<file path="src/rtl/uart_pkg.sv">
// Shared types and helpers for the UART receive path: deframer state encoding,
// oversampling ratio and the baud tick divider calculation.
package uart_pkg;

    typedef enum logic [2:0] {
        IDLE  = 3'd0,
        START = 3'd1,
        DATA  = 3'd2,
        STOP  = 3'd3,
        BREAK = 3'd4
    } uart_rx_state_e;

    localparam int OVERSAMPLE = 16;

    // Rounded clocks per oversample tick, never below one.
    function automatic int baud_div(input int clk, input int baud);
        int div;
        div = (clk + (OVERSAMPLE / 2) * baud) / (OVERSAMPLE * baud);
        if (div < 1) begin
            return 1;
        end else begin
            return div;
        end
    endfunction

endpackage

</file>
<file path="src/rtl/byte_fifo.sv">
// Show-ahead synchronous FIFO; a push into a full FIFO is accepted only when
// a pop happens in the same cycle.
module byte_fifo #(
    parameter int DEPTH = 8,
    parameter int WIDTH = 8
) (
    input  logic             clk_i,
    input  logic             rst_i,
    input  logic             push_i,
    input  logic [WIDTH-1:0] wdata_i,
    input  logic             pop_i,
    output logic [WIDTH-1:0] rdata_o,
    output logic             full_o,
    output logic             empty_o
);
    localparam int PTR_W = $clog2(DEPTH);
    localparam logic [PTR_W:0] FULL_CNT = (PTR_W + 1)'(DEPTH);

    logic [WIDTH-1:0] mem_q [DEPTH];
    logic [PTR_W-1:0] wr_ptr_q, wr_ptr_d;
    logic [PTR_W-1:0] rd_ptr_q, rd_ptr_d;
    logic [PTR_W:0]   count_q, count_d;
    logic             do_push_s, do_pop_s;

    assign empty_o   = (count_q == {(PTR_W + 1){1'b0}});
    assign full_o    = (count_q == FULL_CNT);
    assign do_pop_s  = pop_i & ~empty_o;
    assign do_push_s = push_i & (~full_o | do_pop_s);
    assign rdata_o   = empty_o ? {WIDTH{1'b0}} : mem_q[rd_ptr_q];

    always_comb begin
        wr_ptr_d = wr_ptr_q;
        rd_ptr_d = rd_ptr_q;
        count_d  = count_q;
        if (do_push_s) begin
            wr_ptr_d = wr_ptr_q + PTR_W'(1);
        end else begin
            wr_ptr_d = wr_ptr_q;
        end
        if (do_pop_s) begin
            rd_ptr_d = rd_ptr_q + PTR_W'(1);
        end else begin
            rd_ptr_d = rd_ptr_q;
        end
        case ({do_push_s, do_pop_s})
            2'b10:   count_d = count_q + (PTR_W + 1)'(1);
            2'b01:   count_d = count_q - (PTR_W + 1)'(1);
            default: count_d = count_q;
        endcase
    end

    always_ff @(posedge clk_i) begin
        if (rst_i) begin
            wr_ptr_q <= {PTR_W{1'b0}};
            rd_ptr_q <= {PTR_W{1'b0}};
            count_q  <= {(PTR_W + 1){1'b0}};
        end else begin
            wr_ptr_q <= wr_ptr_d;
            rd_ptr_q <= rd_ptr_d;
            count_q  <= count_d;
        end
    end

    // Storage is cleared on reset so the head never shows stale bytes.
    always_ff @(posedge clk_i) begin
        if (rst_i) begin
            for (int i = 0; i < DEPTH; i++) begin
                mem_q[i] <= {WIDTH{1'b0}};
            end
        end else if (do_push_s) begin
            mem_q[wr_ptr_q] <= wdata_i;
        end
    end

endmodule

</file>
<file path="src/rtl/uart_rx_fifo.sv">
// UART 8N1 receiver: synchronises rx_i, deframes characters with a 16x
// oversampling FSM and buffers them in a show-ahead byte FIFO with sticky errors.
module uart_rx_fifo
    import uart_pkg::*;
#(
    parameter int CLK_FREQ   = 40_000_000,
    parameter int BAUD       = 115_200,
    parameter int FIFO_DEPTH = 8
) (
    input  logic       clk_i,
    input  logic       rst_i,
    input  logic       rx_i,
    input  logic       read_i,
    output logic       rvalid_o,
    output logic [7:0] rdata_o,
    output logic       frame_err_o,
    output logic       overflow_o,
    input  logic       err_clr_i
);
    localparam int DIV   = baud_div(CLK_FREQ, BAUD);
    localparam int DIV_W = (DIV > 1) ? $clog2(DIV) : 1;
    localparam logic [DIV_W-1:0] DIV_LAST  = DIV_W'(DIV - 1);
    localparam logic [3:0]       MID_PHASE = 4'((OVERSAMPLE / 2) - 1);

    uart_rx_state_e   state_q, state_d;
    logic             rx_meta_q, rx_sync_q, rx_prev_q;
    logic [DIV_W-1:0] div_q, div_d;
    logic [3:0]       phase_q, phase_d;
    logic [2:0]       bit_cnt_q, bit_cnt_d;
    logic [7:0]       shift_q, shift_d;
    logic             frame_err_q, frame_err_d;
    logic             overflow_q, overflow_d;
    logic             tick_s, mid_s, fall_s;
    logic             push_s, frame_set_s, shift_en_s;
    logic             fifo_full_s, fifo_empty_s, pop_s;

    assign tick_s = (div_q == DIV_LAST);
    assign mid_s  = tick_s & (phase_q == MID_PHASE);
    assign fall_s = rx_prev_q & ~rx_sync_q;
    assign pop_s  = read_i & ~fifo_empty_s;

    // Two-flop synchroniser plus a delayed copy for falling-edge detection.
    always_ff @(posedge clk_i) begin
        if (rst_i) begin
            rx_meta_q <= 1'b1;
            rx_sync_q <= 1'b1;
            rx_prev_q <= 1'b1;
        end else begin
            rx_meta_q <= rx_i;
            rx_sync_q <= rx_meta_q;
            rx_prev_q <= rx_sync_q;
        end
    end

    always_ff @(posedge clk_i) begin
        if (rst_i) begin
            state_q <= IDLE;
        end else begin
            state_q <= state_d;
        end
    end

    always_comb begin
        state_d = state_q;
        case (state_q)
            IDLE: begin
                if (fall_s) state_d = START;
                else        state_d = IDLE;
            end
            START: begin
                if (mid_s) state_d = rx_sync_q ? IDLE : DATA;
                else       state_d = START;
            end
            DATA: begin
                if (mid_s && (bit_cnt_q == 3'd7)) state_d = STOP;
                else                              state_d = DATA;
            end
            STOP: begin
                if (mid_s) state_d = rx_sync_q ? IDLE : BREAK;
                else       state_d = STOP;
            end
            BREAK: begin
                if (rx_sync_q) state_d = IDLE;
                else           state_d = BREAK;
            end
            default: state_d = IDLE;
        endcase
    end

    always_comb begin
        push_s      = 1'b0;
        frame_set_s = 1'b0;
        shift_en_s  = 1'b0;
        case (state_q)
            DATA: shift_en_s = mid_s;
            STOP: begin
                push_s      = mid_s & rx_sync_q;
                frame_set_s = mid_s & ~rx_sync_q;
            end
            default: begin
                push_s      = 1'b0;
                frame_set_s = 1'b0;
                shift_en_s  = 1'b0;
            end
        endcase
    end

    // Divider and phase are held at zero while idle so each frame starts aligned.
    always_comb begin
        div_d     = div_q;
        phase_d   = phase_q;
        bit_cnt_d = bit_cnt_q;
        shift_d   = shift_q;
        if (state_q == IDLE) begin
            div_d     = {DIV_W{1'b0}};
            phase_d   = 4'd0;
            bit_cnt_d = 3'd0;
        end else if (tick_s) begin
            div_d   = {DIV_W{1'b0}};
            phase_d = phase_q + 4'd1;
        end else begin
            div_d = div_q + DIV_W'(1);
        end
        if (shift_en_s) begin
            shift_d   = {rx_sync_q, shift_q[7:1]};
            bit_cnt_d = bit_cnt_q + 3'd1;
        end else begin
            shift_d = shift_q;
        end
    end

    always_ff @(posedge clk_i) begin
        if (rst_i) begin
            div_q     <= {DIV_W{1'b0}};
            phase_q   <= 4'd0;
            bit_cnt_q <= 3'd0;
            shift_q   <= 8'd0;
        end else begin
            div_q     <= div_d;
            phase_q   <= phase_d;
            bit_cnt_q <= bit_cnt_d;
            shift_q   <= shift_d;
        end
    end

    // A set event in the same cycle as err_clr_i keeps the flag high.
    always_comb begin
        frame_err_d = frame_set_s | (frame_err_q & ~err_clr_i);
        overflow_d  = (push_s & fifo_full_s & ~pop_s) | (overflow_q & ~err_clr_i);
    end

    always_ff @(posedge clk_i) begin
        if (rst_i) begin
            frame_err_q <= 1'b0;
            overflow_q  <= 1'b0;
        end else begin
            frame_err_q <= frame_err_d;
            overflow_q  <= overflow_d;
        end
    end

    byte_fifo #(
        .DEPTH (FIFO_DEPTH),
        .WIDTH (8)
    ) u_fifo (
        .clk_i   (clk_i),
        .rst_i   (rst_i),
        .push_i  (push_s),
        .wdata_i (shift_q),
        .pop_i   (pop_s),
        .rdata_o (rdata_o),
        .full_o  (fifo_full_s),
        .empty_o (fifo_empty_s)
    );

    assign rvalid_o    = ~fifo_empty_s;
    assign frame_err_o = frame_err_q;
    assign overflow_o  = overflow_q;

endmodule

</file>
<file path="config.mk">
export PLATFORM = sky130hd
export DESIGN_NAME = uart_rx_fifo
export DESIGN_NICKNAME = d
export VERILOG_FILES = /design/src/rtl/uart_pkg.sv /design/src/rtl/byte_fifo.sv /design/src/rtl/uart_rx_fifo.sv
export SDC_FILE = /design/constraint.sdc
export NUM_CORES = 1
export LEC_CHECK = 0
export ABC_AREA = 1
export CAP_MARGIN = 10
export CORE_MARGIN = 2
export CORE_UTILIZATION = 51
export DETAILED_ROUTE_END_ITERATION = 8
export GPL_TIMING_DRIVEN = 0
export PLACE_DENSITY = 0.67
export SLEW_MARGIN = 20
export SYNTH_ARGS = -nofsm -noshare
export SYNTH_HDL_FRONTEND = slang
export SYNTH_SLANG_ARGS = --single-unit
</file>
<file path="constraint.sdc">
create_clock -name clk_i -period 2.74 [get_ports clk_i]
set_input_delay 0.411 -clock clk_i [delete_from_list [all_inputs] [get_ports clk_i]]
set_output_delay 0.411 -clock clk_i [all_outputs]
set_load 0.005 [all_outputs]
</file>
==> flow_metrics.tcl <==
set metrics [dict create \
    status "finished clean" \
    root_buffer "clkbuf_8" \
    syn_area_per_cell_sq_um 9.34 \
    fin_area_sq_um 5280 \
    fin_ws_ns 0.146 \
    grt.met2_usage_pct 33.9 \
    fin_skew_ns 0.0143 \
    synth_seq_cells 105 \
    drt_iter0_drc 171 \
    seqPwrFrac_pct 45.5 \
    fmax_mhz 386 \
    port_buffers 15 \
    placed_cell_area_sq_um 5070 \
    p_comb_share_pct 30.5 \
    vias 3460 \
    drive_gt1_share_pct 10.1 \
    cts_made_buffers 9 \
    required_ns 2.33 \
    yosys.area.top_type "edfxtp_1" \
    synthCells 512 \
    rsz0062_at_grt "false" \
    drt-pass1-iter-count 4 \
    synthesis.nets 527 \
    netlist_area_sq_um 4780 \
    cp-start-kind "register" \
    antenna_cells 0 \
    grt_max_degree 18 \
    worst_pin_slew_ns 0.557 \
    io_pins 16 \
    fp.coreArea_sq_um 9150 \
    ant_nets 0 \
    grt_use_total_pct 21.5 \
    hold_path_class "register to register" \
    gp_congestion 0.808 \
    die_w_um 101 \
    drc 0 \
    nFillCells 849 \
    nets 553 \
    setup_viol 0 \
    antenna_found_initial 0 \
    area_delta_synth_final_pct 10.4 \
    h-tree-depth 3 \
    rows 35 \
    p_leak_nw 1.92 \
    cts.sinks 105 \
    p_per_area_nw_per_um2 765 \
    p_sw_share_pct 33.6 \
    synth.most_common_cell "nor2_1" \
    routed_via_density 5.29 \
    use_met3_pct 4.30 \
    ys_async_sr_fraction_pct 0 \
    grt_overflow 0 \
    period_needed_ns 2.59 \
    dpl.hpwl_um 7040 \
    path_class "register to primary output" \
    worstHoldStart "rx_meta_q" \
    arrival_ns 2.18 \
    seq_area_frac_synth_pct 57.3 \
    initial_utilization_pct 52.3 \
    power.internal_w 0.00268 \
    totalWireLength_um 9900 \
    hold_viol_final 0 \
    clockPowerShare_pct 24.0 \
    wl_per_cell_um 15.1 \
    tritoncts "built" \
    slew_violations 0 \
    regToRegStartpoint "div_q[0]" \
    clk_pin_slew_ns 0.10 \
    synthFlopType "edfxtp_1" \
    ir_worst_vdd_v 0.000496 \
    ys_types 30 \
    tns_ns 0 \
    cts_max_path_buffers 2 \
    die_y_um 101 \
    cp-end-kind "primary output" \
    pre_cts_ws_ns 0.297 \
    synth_top_area_share_pct 40.2 \
    insertion_delay_ns 0.37 \
    holdWs_ns 0.428 \
    min_period_over_period_pct 94.7 \
    grt_pass1_wl_um 16600 \
    power_w 0.00404 \
    grt_pass1_vias 3396 \
    cp_max_fo 10 \
    cap_violations 0 \
    yosysWarnings 0 \
    busiest_layer "met2" \
    grtUsageMet1_pct 29.1 \
    slew-limit-headroom_pct 62.9 \
    p_sw_w 0.00136 \
    netlist_top_cells_count "155 x nor2_1, 64 x edfxtp_1, 54 x o21ai_0, 45 x nand2_1, 41 x dfxtp_1" \
    synth_top_cells_by_area "edfxtp_1 40%, dfxtp_1 17%, nor2_1 12%" \
    synth_edf_count 64 \
    die_area_sq_um 10200 \
]
==> critical path: stages (launching register included) <==
cell and delay, ns:
dfxtp_1 0.34, clkbuf_1 0.31, buf_1 0.41, nor2_1 0.12, nor2_1 0.13, clkdlybuf4s50_1 0.51
==> power groups by stage <==
stage / registers, W / clock network [W] / logic (W)
finish: 0.00184 / 0.000969 / 0.00123
global route: 0.00185 / 0.00104 / 0.00140
CTS: 0.00184 / 0.000986 / 0.00123
detailed placement: 0.00188 / 0 / 0.00121
global placement: 0.00187 / 0 / 0.00119
floorplan: 0.00185 / 0 / 0.000716
==> layout by cell type (no fill, tap or decap), types with 2 or more instances in the layout <==
cell / count
nand3_1: 16
clkbuf_1: 5
o21ai_1: 2
or2_2: 4
clkbuf_2: 7
nor2_1: 155
nor2_2: 4
a21oi_1: 24
ha_1: 10
inv_2: 4
clkdlybuf4s50_1: 15
nand4_4: 8
nand4_1: 2
o211ai_1: 9
nand2_4: 2
edfxtp_1: 64
clkinv_4: 2
nand3_2: 2
clkinv_1: 8
buf_2: 3
inv_1: 28
xor2_1: 6
dfxtp_1: 40
o21ai_0: 54
clkbuf_8: 9
clkinvlp_4: 2
nand2_1: 45
==> logic make-up after synthesis <==
kind of cell	Yosys count	share of synthesized area, %
XOR/XNOR	6	1.10
buffers and inverters	58	4.87
AO/OA/AOI/OAI	90	9.91
AND/OR/NAND/NOR	243	24.2
flip-flops	105	57.3
adder cells (fa/ha/maj)	10	2.62
==> sequential cells by signal (all words and copies together) (netlist names), 3 cells and up, named ones only <==
name,flops
u_fifo.wr_ptr_q,3
u_fifo.rd_ptr_q,3
state_q,3
shift_q,8
div_q,5
u_fifo.count_q,4
u_fifo.mem_q,64
phase_q,4
bit_cnt_q,3
==> layout make-up <==
| class | instances | area (sq um) | share of cell area, % |
|---|---|---|---|
| tap | 111 | 139 | 2.63 |
| inverter | 41 | 159 | 3.01 |
| buffer | 17 | 87.6 | 1.66 |
| multi-input combinational | 349 | 1810 | 34.2 |
| sequential | 105 | 2740 | 51.9 |
| timing repair buffer | 15 | 150 | 2.84 |
| clock buffer | 10 | 128 | 2.42 |
| clock inverter | 6 | 67.6 | 1.28 |
==> through the flow <==
step	utilization, %	instances
6_report	57.7	654
5_1_grt	57.7	654
3_5_place_dp	55.4	638
3_3_place_gp	55.4	638
4_1_cts	57.6	654
2_1_floorplan	-	512
==> layer usage <==
layer	share of wire, %	vias up
met3	5.1	16
met1	46	1605
met4	2.9	0
met2	46	79
met5	0	-
li1	-	1760
==> final timing paths <==
path	end	slack (ns)	cells after the start
max reg2reg	u_fifo.count_q[2]	0.42	12
min reg2reg	rx_sync_q	0.43	1
max	rdata_o[6]	0.15	5
min	rx_sync_q	0.43	1
==> timing repair <==
| item | CTS | global route |
|---|---|---|
| endpoints found under the setup margin | 7 | 8 |
| gates resized for setup | 4 | 15 |
| hold buffers | 0 | 0 |
| buffers inserted | 0 | 0 |
No activity file was read; power rests on OpenSTA's default activity.
